--- config.mk ---
export PLATFORM = sky130hd
export DESIGN_NAME = multi_capture
export DESIGN_NICKNAME = d
export VERILOG_FILES = /design/src/rtl/capture_pkg.sv /design/src/rtl/multi_capture_if.sv /design/src/rtl/capture_channel.sv /design/src/rtl/multi_capture.sv
export SDC_FILE = /design/constraint.sdc
export NUM_CORES = 1
export LEC_CHECK = 0
export ABC_CLOCK_PERIOD_IN_PS = 2340
export CORE_ASPECT_RATIO = 0.8
export CORE_MARGIN = 1.5
export CORE_UTILIZATION = 31
export CTS_BUF_LIST = sky130_fd_sc_hd__clkbuf_4 sky130_fd_sc_hd__clkbuf_8
export DETAILED_ROUTE_END_ITERATION = 7
export PLACE_DENSITY = 0.54
export SETUP_SLACK_MARGIN = 0.4
export SLEW_MARGIN = 20
export SYNTH_ARGS = -nofsm -noshare
export SYNTH_HDL_FRONTEND = slang
export SYNTH_SLANG_ARGS = --single-unit
--- constraint.sdc ---
create_clock -name clk -period 2.34 [get_ports clk]
set_input_delay 0.351 -clock clk [delete_from_list [all_inputs] [get_ports clk]]
set_output_delay 0.351 -clock clk [all_outputs]
set_load 0.005 [all_outputs]
--- src/rtl/capture_pkg.sv ---
// Shared types and default sizing for the multi-channel input-capture block.
package capture_pkg;

  // Per-channel edge selection; bit 0 enables rising, bit 1 enables falling.
  typedef enum logic [1:0] {
    EDGE_OFF  = 2'b00,
    EDGE_RISE = 2'b01,
    EDGE_FALL = 2'b10,
    EDGE_BOTH = 2'b11
  } edge_mode_e;

  localparam int DEF_CHANNELS  = 4;
  localparam int DEF_FLT_WIDTH = 4;
  localparam int DEF_TS_WIDTH  = 16;

endpackage

--- src/rtl/multi_capture_if.sv ---
// Per-channel bundle between the capture top level and one capture channel.
interface multi_capture_if
  import capture_pkg::*;
#(
  parameter int TS_WIDTH = DEF_TS_WIDTH
) ();

  logic                d;
  edge_mode_e          mode;
  logic                ack;
  logic                filtered;
  logic [TS_WIDTH-1:0] cap_ts;
  logic                cap_level;
  logic                cap_valid;
  logic                cap_ovf;

  // Top-level side: supplies pin, mode and acknowledge, reads capture state.
  modport master (
    output d, mode, ack,
    input  filtered, cap_ts, cap_level, cap_valid, cap_ovf
  );

  // Channel side.
  modport slave (
    input  d, mode, ack,
    output filtered, cap_ts, cap_level, cap_valid, cap_ovf
  );

endinterface

--- src/rtl/capture_channel.sv ---
// One capture channel: glitch filter, edge detector and single-entry
// capture register with overflow flag.
module capture_channel
  import capture_pkg::*;
#(
  parameter int FLT_WIDTH = DEF_FLT_WIDTH,
  parameter int TS_WIDTH  = DEF_TS_WIDTH
) (
  input  logic                 clk,
  input  logic                 rst,
  input  logic                 ena_i,
  input  logic [FLT_WIDTH-1:0] flt_val_i,
  input  logic [TS_WIDTH-1:0]  ts_now_i,
  multi_capture_if.slave       bus
);

  logic [FLT_WIDTH-1:0] cnt_q, cnt_d;
  logic                 filt_q, filt_d;
  logic                 prev_q, prev_d;
  logic                 ena_dly_q;
  logic [TS_WIDTH-1:0]  ts_q, ts_d;
  logic                 level_q, level_d;
  logic                 valid_q, valid_d;
  logic                 ovf_q, ovf_d;
  logic                 edge_ev;
  logic                 rise_en, fall_en;

  // Edge event: first enabled cycle showing a new filtered level, gated by
  // the mode; suppressed on the first cycle after ena returns so held
  // history cannot fire a stale edge.
  always_comb begin
    rise_en = (bus.mode == EDGE_RISE) || (bus.mode == EDGE_BOTH);
    fall_en = (bus.mode == EDGE_FALL) || (bus.mode == EDGE_BOTH);
    edge_ev = 1'b0;
    if (ena_i && ena_dly_q && (filt_q != prev_q)) begin
      edge_ev = filt_q ? rise_en : fall_en;
    end
  end

  // Glitch filter: count cycles of disagreement, adopt d once count reaches
  // flt_val; any agreement restarts the count.
  always_comb begin
    cnt_d  = cnt_q;
    filt_d = filt_q;
    prev_d = prev_q;
    if (ena_i) begin
      prev_d = filt_q;
      if (bus.d == filt_q) begin
        cnt_d = '0;
      end else if (cnt_q < flt_val_i) begin
        cnt_d = cnt_q + 1'b1;
      end else begin
        filt_d = bus.d;
        cnt_d  = '0;
      end
    end
  end

  // Capture register: an ack in the event cycle frees the slot for the new
  // edge; otherwise a second edge only raises overflow and keeps the first.
  always_comb begin
    ts_d    = ts_q;
    level_d = level_q;
    valid_d = valid_q;
    ovf_d   = ovf_q;
    if (edge_ev) begin
      if (!valid_q || bus.ack) begin
        ts_d    = ts_now_i;
        level_d = filt_q;
        valid_d = 1'b1;
        ovf_d   = 1'b0;
      end else begin
        ovf_d = 1'b1;
      end
    end else if (ena_i && bus.ack) begin
      valid_d = 1'b0;
      ovf_d   = 1'b0;
    end
  end

  // State registers, all cleared by the asynchronous reset.
  always_ff @(posedge clk or negedge rst) begin
    if (!rst) begin
      cnt_q     <= '0;
      filt_q    <= 1'b0;
      prev_q    <= 1'b0;
      ena_dly_q <= 1'b0;
      ts_q      <= '0;
      level_q   <= 1'b0;
      valid_q   <= 1'b0;
      ovf_q     <= 1'b0;
    end else begin
      cnt_q     <= cnt_d;
      filt_q    <= filt_d;
      prev_q    <= prev_d;
      ena_dly_q <= ena_i;
      ts_q      <= ts_d;
      level_q   <= level_d;
      valid_q   <= valid_d;
      ovf_q     <= ovf_d;
    end
  end

  assign bus.filtered  = filt_q;
  assign bus.cap_ts    = ts_q;
  assign bus.cap_level = level_q;
  assign bus.cap_valid = valid_q;
  assign bus.cap_ovf   = ovf_q;

endmodule

--- src/rtl/multi_capture.sv ---
// Multi-channel input capture: shared free-running timestamp plus one
// independent filter/capture channel per input pin.
module multi_capture
  import capture_pkg::*;
#(
  parameter int CHANNELS  = DEF_CHANNELS,
  parameter int FLT_WIDTH = DEF_FLT_WIDTH,
  parameter int TS_WIDTH  = DEF_TS_WIDTH
) (
  input  logic                         clk,
  input  logic                         rst,
  input  logic                         ena,
  input  logic [CHANNELS-1:0]          d,
  input  logic [FLT_WIDTH-1:0]         flt_val,
  input  logic [2*CHANNELS-1:0]        edge_mode,
  input  logic [CHANNELS-1:0]          cap_ack,
  output logic [CHANNELS-1:0]          filtered,
  output logic [TS_WIDTH*CHANNELS-1:0] cap_ts,
  output logic [CHANNELS-1:0]          cap_level,
  output logic [CHANNELS-1:0]          cap_valid,
  output logic [CHANNELS-1:0]          cap_ovf,
  output logic [TS_WIDTH-1:0]          ts_now
);

  logic [TS_WIDTH-1:0] ts_q, ts_d;

  // Timestamp advances on enabled cycles and wraps naturally.
  always_comb begin
    ts_d = ts_q;
    if (ena) ts_d = ts_q + 1'b1;
  end

  // Timestamp register.
  always_ff @(posedge clk or negedge rst) begin
    if (!rst) ts_q <= '0;
    else      ts_q <= ts_d;
  end

  assign ts_now = ts_q;

  for (genvar g = 0; g < CHANNELS; g++) begin : g_ch
    multi_capture_if #(.TS_WIDTH(TS_WIDTH)) bus ();

    assign bus.d    = d[g];
    assign bus.mode = edge_mode_e'(edge_mode[2*g +: 2]);
    assign bus.ack  = cap_ack[g];

    assign filtered[g]                   = bus.filtered;
    assign cap_ts[TS_WIDTH*g +: TS_WIDTH] = bus.cap_ts;
    assign cap_level[g]                  = bus.cap_level;
    assign cap_valid[g]                  = bus.cap_valid;
    assign cap_ovf[g]                    = bus.cap_ovf;

    capture_channel #(
      .FLT_WIDTH(FLT_WIDTH),
      .TS_WIDTH (TS_WIDTH)
    ) u_ch (
      .clk      (clk),
      .rst      (rst),
      .ena_i    (ena),
      .flt_val_i(flt_val),
      .ts_now_i (ts_q),
      .bus      (bus.slave)
    );
  end

endmodule

* After elaboration in Yosys (flattened, before gate mapping)
Index checks and enable logic that the tools add are counted.
Storage, ports and cells: flip-flop bits (word level) 117, bits of input ports 23, output and inout bits 96, word-level logic and storage cells 148
Operators by class: $add $sub $neg 5, magnitude comparators 4, equality and inequality tests 24, muxes and demuxes 36, bitwise logic cells 8, reductions and logical operators 41
Operators by type and width (number):
- 4-bit 2-to-1 mux | 8
- 1-bit 2-to-1 mux | 28
- 16-bit by 1-bit adder with 16-bit output (second input constant) | 1
- 4-bit by 1-bit adder with 4-bit output (second input constant) | 4
- 2-bit equality test (second input constant) | 8
- 4-bit less-than comparator | 4
- 2-bit AND reduction | 8
- 1-bit logical OR | 12
- 3-bit AND reduction | 4
- 1-bit logical AND | 9
- 2-bit by 1-bit equality test with 1-bit output (second input constant) | 4
- 2-bit inequality test (second input constant) | 4
- 1-bit NOT | 8
- 2-bit nonzero test | 4
- 1-bit equality test | 4
- 1-bit logical NOT | 4
- 1-bit inequality test | 4

* Depth between registers and ports, before layout
depth in word-level cells 6, depth in mapped cells 6, depth with buffers taken out 6

* Hierarchy
From an unflattened synthesis, not the netlist that was laid out.
Second synthesis, totals: cells, all modules 408, area total of the unflattened synthesis 5450.2 µm²
By module, submodules not included:
- capture_channel | times used 4, cells an instance 84, area an instance 1158.6 µm², sequential area each 650.6 µm²
- multi_capture | times used 1, cells an instance 72, area an instance 815.8 µm², sequential area each 400.4 µm²

* Worst setup path before layout
OpenSTA, ideal clock, no wires.
path type reg2reg, start point register g_ch[2].u_ch.filt_q, end point register g_ch[2].u_ch.level_q, library setup time 0.125 ns, arrival time 1.560 ns, data required time 2.215 ns, setup slack 0.655 ns, stages on the path, launching flop included 6, buffers on the path 1, period minus slack after synthesis 1.685 ns, cell sequence dfrtp_1 > nand3b_1 > a21oi_2 > a21boi_4 > buf_6 > mux2_2
On the way: word-level cells in the longest chain between the ends 4, elaborated cells between the ends (all ways) 5, classes of those cells 1 x eq/ne; 2 x mux; 2 x reduce/logical
RTL lines:
- start, declared | RTL line capture_channel.sv:18 | logic filt_q, filt_d;
- start signal, assigned | RTL line capture_channel.sv:94 | filt_q <= filt_d;
- 1-bit inequality test | RTL line capture_channel.sv:35 | if (ena_i && ena_dly_q && (filt_q != prev_q)) begin
- 1-bit logical AND | RTL line capture_channel.sv:35
- 1-bit 2-to-1 mux | RTL line capture_channel.sv:35
- 2-bit AND reduction (no line)
- end signal, assigned | RTL line capture_channel.sv:98 | level_q <= level_d;
- end, declared | RTL line capture_channel.sv:22 | logic level_q, level_d;
Several ways; a longest one is shown, not always the timed one. A chain may end at the register's enable or synchronous reset.

* Final worst setup path
start point input port flt_val[1], end point register g_ch[3].u_ch.cnt_q[3]
On the way: word-level cells in the longest chain between the ends 3
RTL lines:
- start, declared | RTL line multi_capture.sv:14 | input logic [FLT_WIDTH-1:0] flt_val,
- 4-bit less-than comparator | RTL line capture_channel.sv:50 | end else if (cnt_q < flt_val_i) begin
- 4-bit 2-to-1 mux | RTL line capture_channel.sv:50
- 4-bit 2-to-1 mux | RTL line capture_channel.sv:48 | if (bus.d == filt_q) begin
- end signal, assigned | RTL line capture_channel.sv:93 | cnt_q <= cnt_d;
- end, declared | RTL line capture_channel.sv:17 | logic [FLT_WIDTH-1:0] cnt_q, cnt_d;
Every way passes these cells.

==> flow_metrics.py <==
metrics = {
    "global_route": {
        "grt_pass1_wl_mm": 20.0,
        "overflow": 0,
        "grtUsageMet3": 0.0564,
        "met2_usage": 0.214,
        "grt_use_met1": 0.194,
        "grt.busiest_layer": "met2",
        "grt_usage": 0.144,
        "grt_pass1_vias": 3678,
        "antenna_found_initial": 0,
        "grt_max_degree": 118,
    },
    "clock_tree": {
        "cts_sinks": 117,
        "h-tree-depth": 4,
        "clk_latency_ns": 0.43,
        "ctsHoldBuffers": 0,
        "numCtsBuffers": 17,
        "cts_tree": "done",
        "cts-root-buf": "clkbuf_8",
        "cts.clk_slew.worst_paths_ns": 0.07,
        "cts_buffer_depth": 2,
    },
    "floorplanning": {
        "rows": 43,
        "dieHeight_um": 121,
        "dieWidth_um": 151,
        "start_util": 0.315,
        "die_area_um2": 18300,
        "pin_count": 119,
        "core_um2": 17200,
    },
    "sta": {
        "grt_setup_unrepaired": "no",
        "hold_slack_ns": -0.00765,
        "finalHoldViolations": 11,
        "min_period_ns": 1.85,
        "fin_crit_sh": 0.791,
        "setup_viol": 0,
        "slew_viol_final": 0,
        "worst_pin_slew_ns": 0.671,
        "maxSlewHeadroom": 0.553,
        "clock_skew_ns": 0.00957,
        "clock.fmax_mhz": 540,
        "finalSetupTns_ns": 0,
    },
    "worst_setup_path": {
        "cp_max_fo": 5,
        "r2r_end": "g_ch[0].u_ch.bus.cap_ts[2]",
        "worst_setup_path_end_kind": "flop",
        "crit_slowest_cell": "clkdlybuf4s50_1",
        "crit_required_ns": 2.66,
        "criticalPathCategory": "in2reg",
        "cp_slowest_stage_delay_ns": 0.45,
        "cp-start-kind": "input pin",
        "r2r_cells": 5,
        "arrival_ns": 2.17,
        "r2r-start": "g_ch[0].u_ch.bus.filtered",
        "cp_cell_sequence": "clkdlybuf4s50_1 -> inv_1 -> ha_1 -> a2111oi_4 -> o211ai_1 -> o311ai_1",
        "r2r_setup_slack_ns": 0.51,
    },
    "layout": {
        "fin_cells": 772,
        "diodes": 0,
        "nets": 576,
        "drive_gt1_frac": 0.252,
        "area_delta_synth_final_pct": 32.9,
        "utilization": 0.419,
        "fill_cells": 1621,
    },
    "detailed_routing": {
        "post-route-drc-count": 0,
        "drt_iter0_markers": 118,
        "dr.pass1.iters": 4,
        "routedWlPerCell_um": 15.9,
        "wl_mm": 12.3,
        "num_vias": 3618,
        "via_per_inst": 4.69,
        "ant_nets": 0,
    },
    "yosys": {
        "syn_nets": 459,
        "synthFlopType": "dfrtp_1",
        "synth_cells": 419,
        "syn_area_um2": 5430,
        "synth_warnings": 0,
        "seq_area_frac_synth": 0.539,
        "async_flop_share": 1.00,
        "synth.distinct_cells": 40,
        "ys_ff_latch": 117,
        "avgSynthCellArea_um2": 13.0,
        "synth_edf_count": 0,
    },
    "power": {
        "power.leakage_nw": 3.13,
        "ir_worst_vdd_mv": 0.575,
        "p_per_area_nw_per_um2": 1030,
    },
    "outcome": {
        "outcome": "finished with violations",
        "violations": "hold timing",
    },
    "job": {
        "maxCapViolations": 0,
    },
    "worst_hold_path": {
        "hp-class": "in2async",
    },
    "placed_design": {
        "post-dp-hpwl_mm": 8.27,
        "io_buffer_count": 118,
        "placedCellCount": 742,
        "place_congestion": 0.659,
    },
}
==> area by class of cell <==
class	count	area [um2]	share of cell area
sequential	117	2930	0.407
multi-input combinational	254	2250	0.312
timing repair buffer	126	1300	0.180
tap	225	282	0.0390
clock buffer	20	269	0.0373
clock inverter	10	108	0.0149
inverter	20	75.1	0.0104
==> cells in the final DEF (no fill, tap or decap), types with 3 or more instances in the layout <==
cell	netlist	routed
clkdlybuf4s50_1	0	116
and3_1	4	4
buf_4	16	4
dfrtp_2	0	5
nand2_1	20	20
a21o_1	4	4
o21a_1	4	4
o211ai_1	5	5
ha_1	17	17
nor2_1	7	7
o21ai_0	11	11
mux2_2	76	76
a21boi_4	4	4
inv_1	20	20
xor2_1	7	7
o21bai_1	3	3
nand2b_1	18	18
clkinv_2	0	6
nor3_1	4	4
nor3b_1	4	4
dfrtp_1	117	112
mux2i_1	5	5
clkbuf_8	0	19
nand4_1	3	3
a2111oi_4	1	3
xnor2_1	12	12
nand3b_1	8	8
nand3_1	8	8
o221ai_1	4	4
a21oi_2	4	4
o22ai_1	8	8
nor4b_1	3	3
buf_12	0	5
==> kinds of logic after synthesis <==
logic type | after synthesis | share of synthesized area
flops | 117 | 0.539
compound gates | 52 | 0.0832
fa+ha+maj | 17 | 0.0392
xor+xnor | 19 | 0.0307
buf+inv | 48 | 0.0505
mux | 82 | 0.169
simple gates | 84 | 0.0883
==> cells in the mapped netlist (5+ instances only) <==
| library cell | n | area (um2) |
|---|---|---|
| nand3b_1 | 8 | 60.1 |
| o22ai_1 | 8 | 50.1 |
| nand2_1 | 20 | 75.1 |
| inv_1 | 20 | 75.1 |
| nand3_1 | 8 | 40.0 |
| mux2i_1 | 5 | 50.1 |
| o21ai_0 | 11 | 55.1 |
| buf_4 | 16 | 120 |
| ha_1 | 17 | 213 |
| mux2_2 | 76 | 856 |
| nand2b_1 | 18 | 113 |
| xor2_1 | 7 | 61.3 |
| dfrtp_1 | 117 | 2930 |
| o211ai_1 | 5 | 37.5 |
| nor2_1 | 7 | 26.3 |
| xnor2_1 | 12 | 105 |
==> stage by stage <==
step / hold slack (ns) / area, um2 / setup WS [ns] / power (mW)
finish: -0.00765 / 7220 / 0.490 / 7.44
global route: 0.0192 / 7220 / 0.405 / 7.98
CTS: 0.0320 / 7190 / 0.404 / 7.52
detailed placement: 0.482 / 6810 / 0.0482 / 5.66
global placement: 0.472 / 6810 / 0.156 / 5.57
floorplan: 0.0554 / 5430 / 0.655 / 4.50
==> how the worst max path moves through the flow <==
stage | start | endpoint | slack [ns] | cells past startpoint
global route | ts_now[9] | ts_now[9] | 0.41 | 1
detailed placement | flt_val[1] | g_ch[3].u_ch.cnt_q[3] | 0.05 | 6
floorplan | g_ch[2].u_ch.bus.filtered | g_ch[2].u_ch.bus.cap_level | 0.66 | 5
global placement | flt_val[1] | g_ch[2].u_ch.bus.filtered | 0.16 | 6
finish | flt_val[1] | g_ch[3].u_ch.cnt_q[3] | 0.49 | 6
CTS | ts_now[2] | ts_now[2] | 0.40 | 1
==> critical path, delay by kind of cell <==
| family | cells | cell delay (ns) |
|---|---|---|
| AOI/OAI and AO/OA | 3 | 0.91 |
| adders and majority gates | 1 | 0.35 |
| buffers and inverters | 2 | 0.55 |
==> routing by layer <==
metal | part of all wire | wire length (um)
met3 | 0.053 | 653
met5 | 0 | 0
met2 | 0.46 | 5620
met1 | 0.48 | 5880
met4 | 0.0098 | 120
==> report_power, final <==
group          internal, mW  switching, mW
registers              2.59          0.598
clock network         0.993          0.800
logic                  1.53          0.932
total                  5.11           2.33
==> state kept, by name (all words and copies together) (netlist names), 4 cells and up <==
signal and count:
g_ch.u_ch.bus.cap_valid 4, g_ch.u_ch.bus.filtered 4, g_ch.u_ch.bus.cap_ts 64, g_ch.u_ch.prev_q 4
ts_now 16, g_ch.u_ch.bus.cap_level 4, g_ch.u_ch.bus.cap_ovf 4, g_ch.u_ch.cnt_q 16
==> repair_timing <==
action / in CTS / in global routing
setup buffers: 0 / 0
cloned: 0 / 0
setup endpoints to repair: 1 / 23
gates resized for setup: 1 / 6
(Power assumes the default switching activity.)
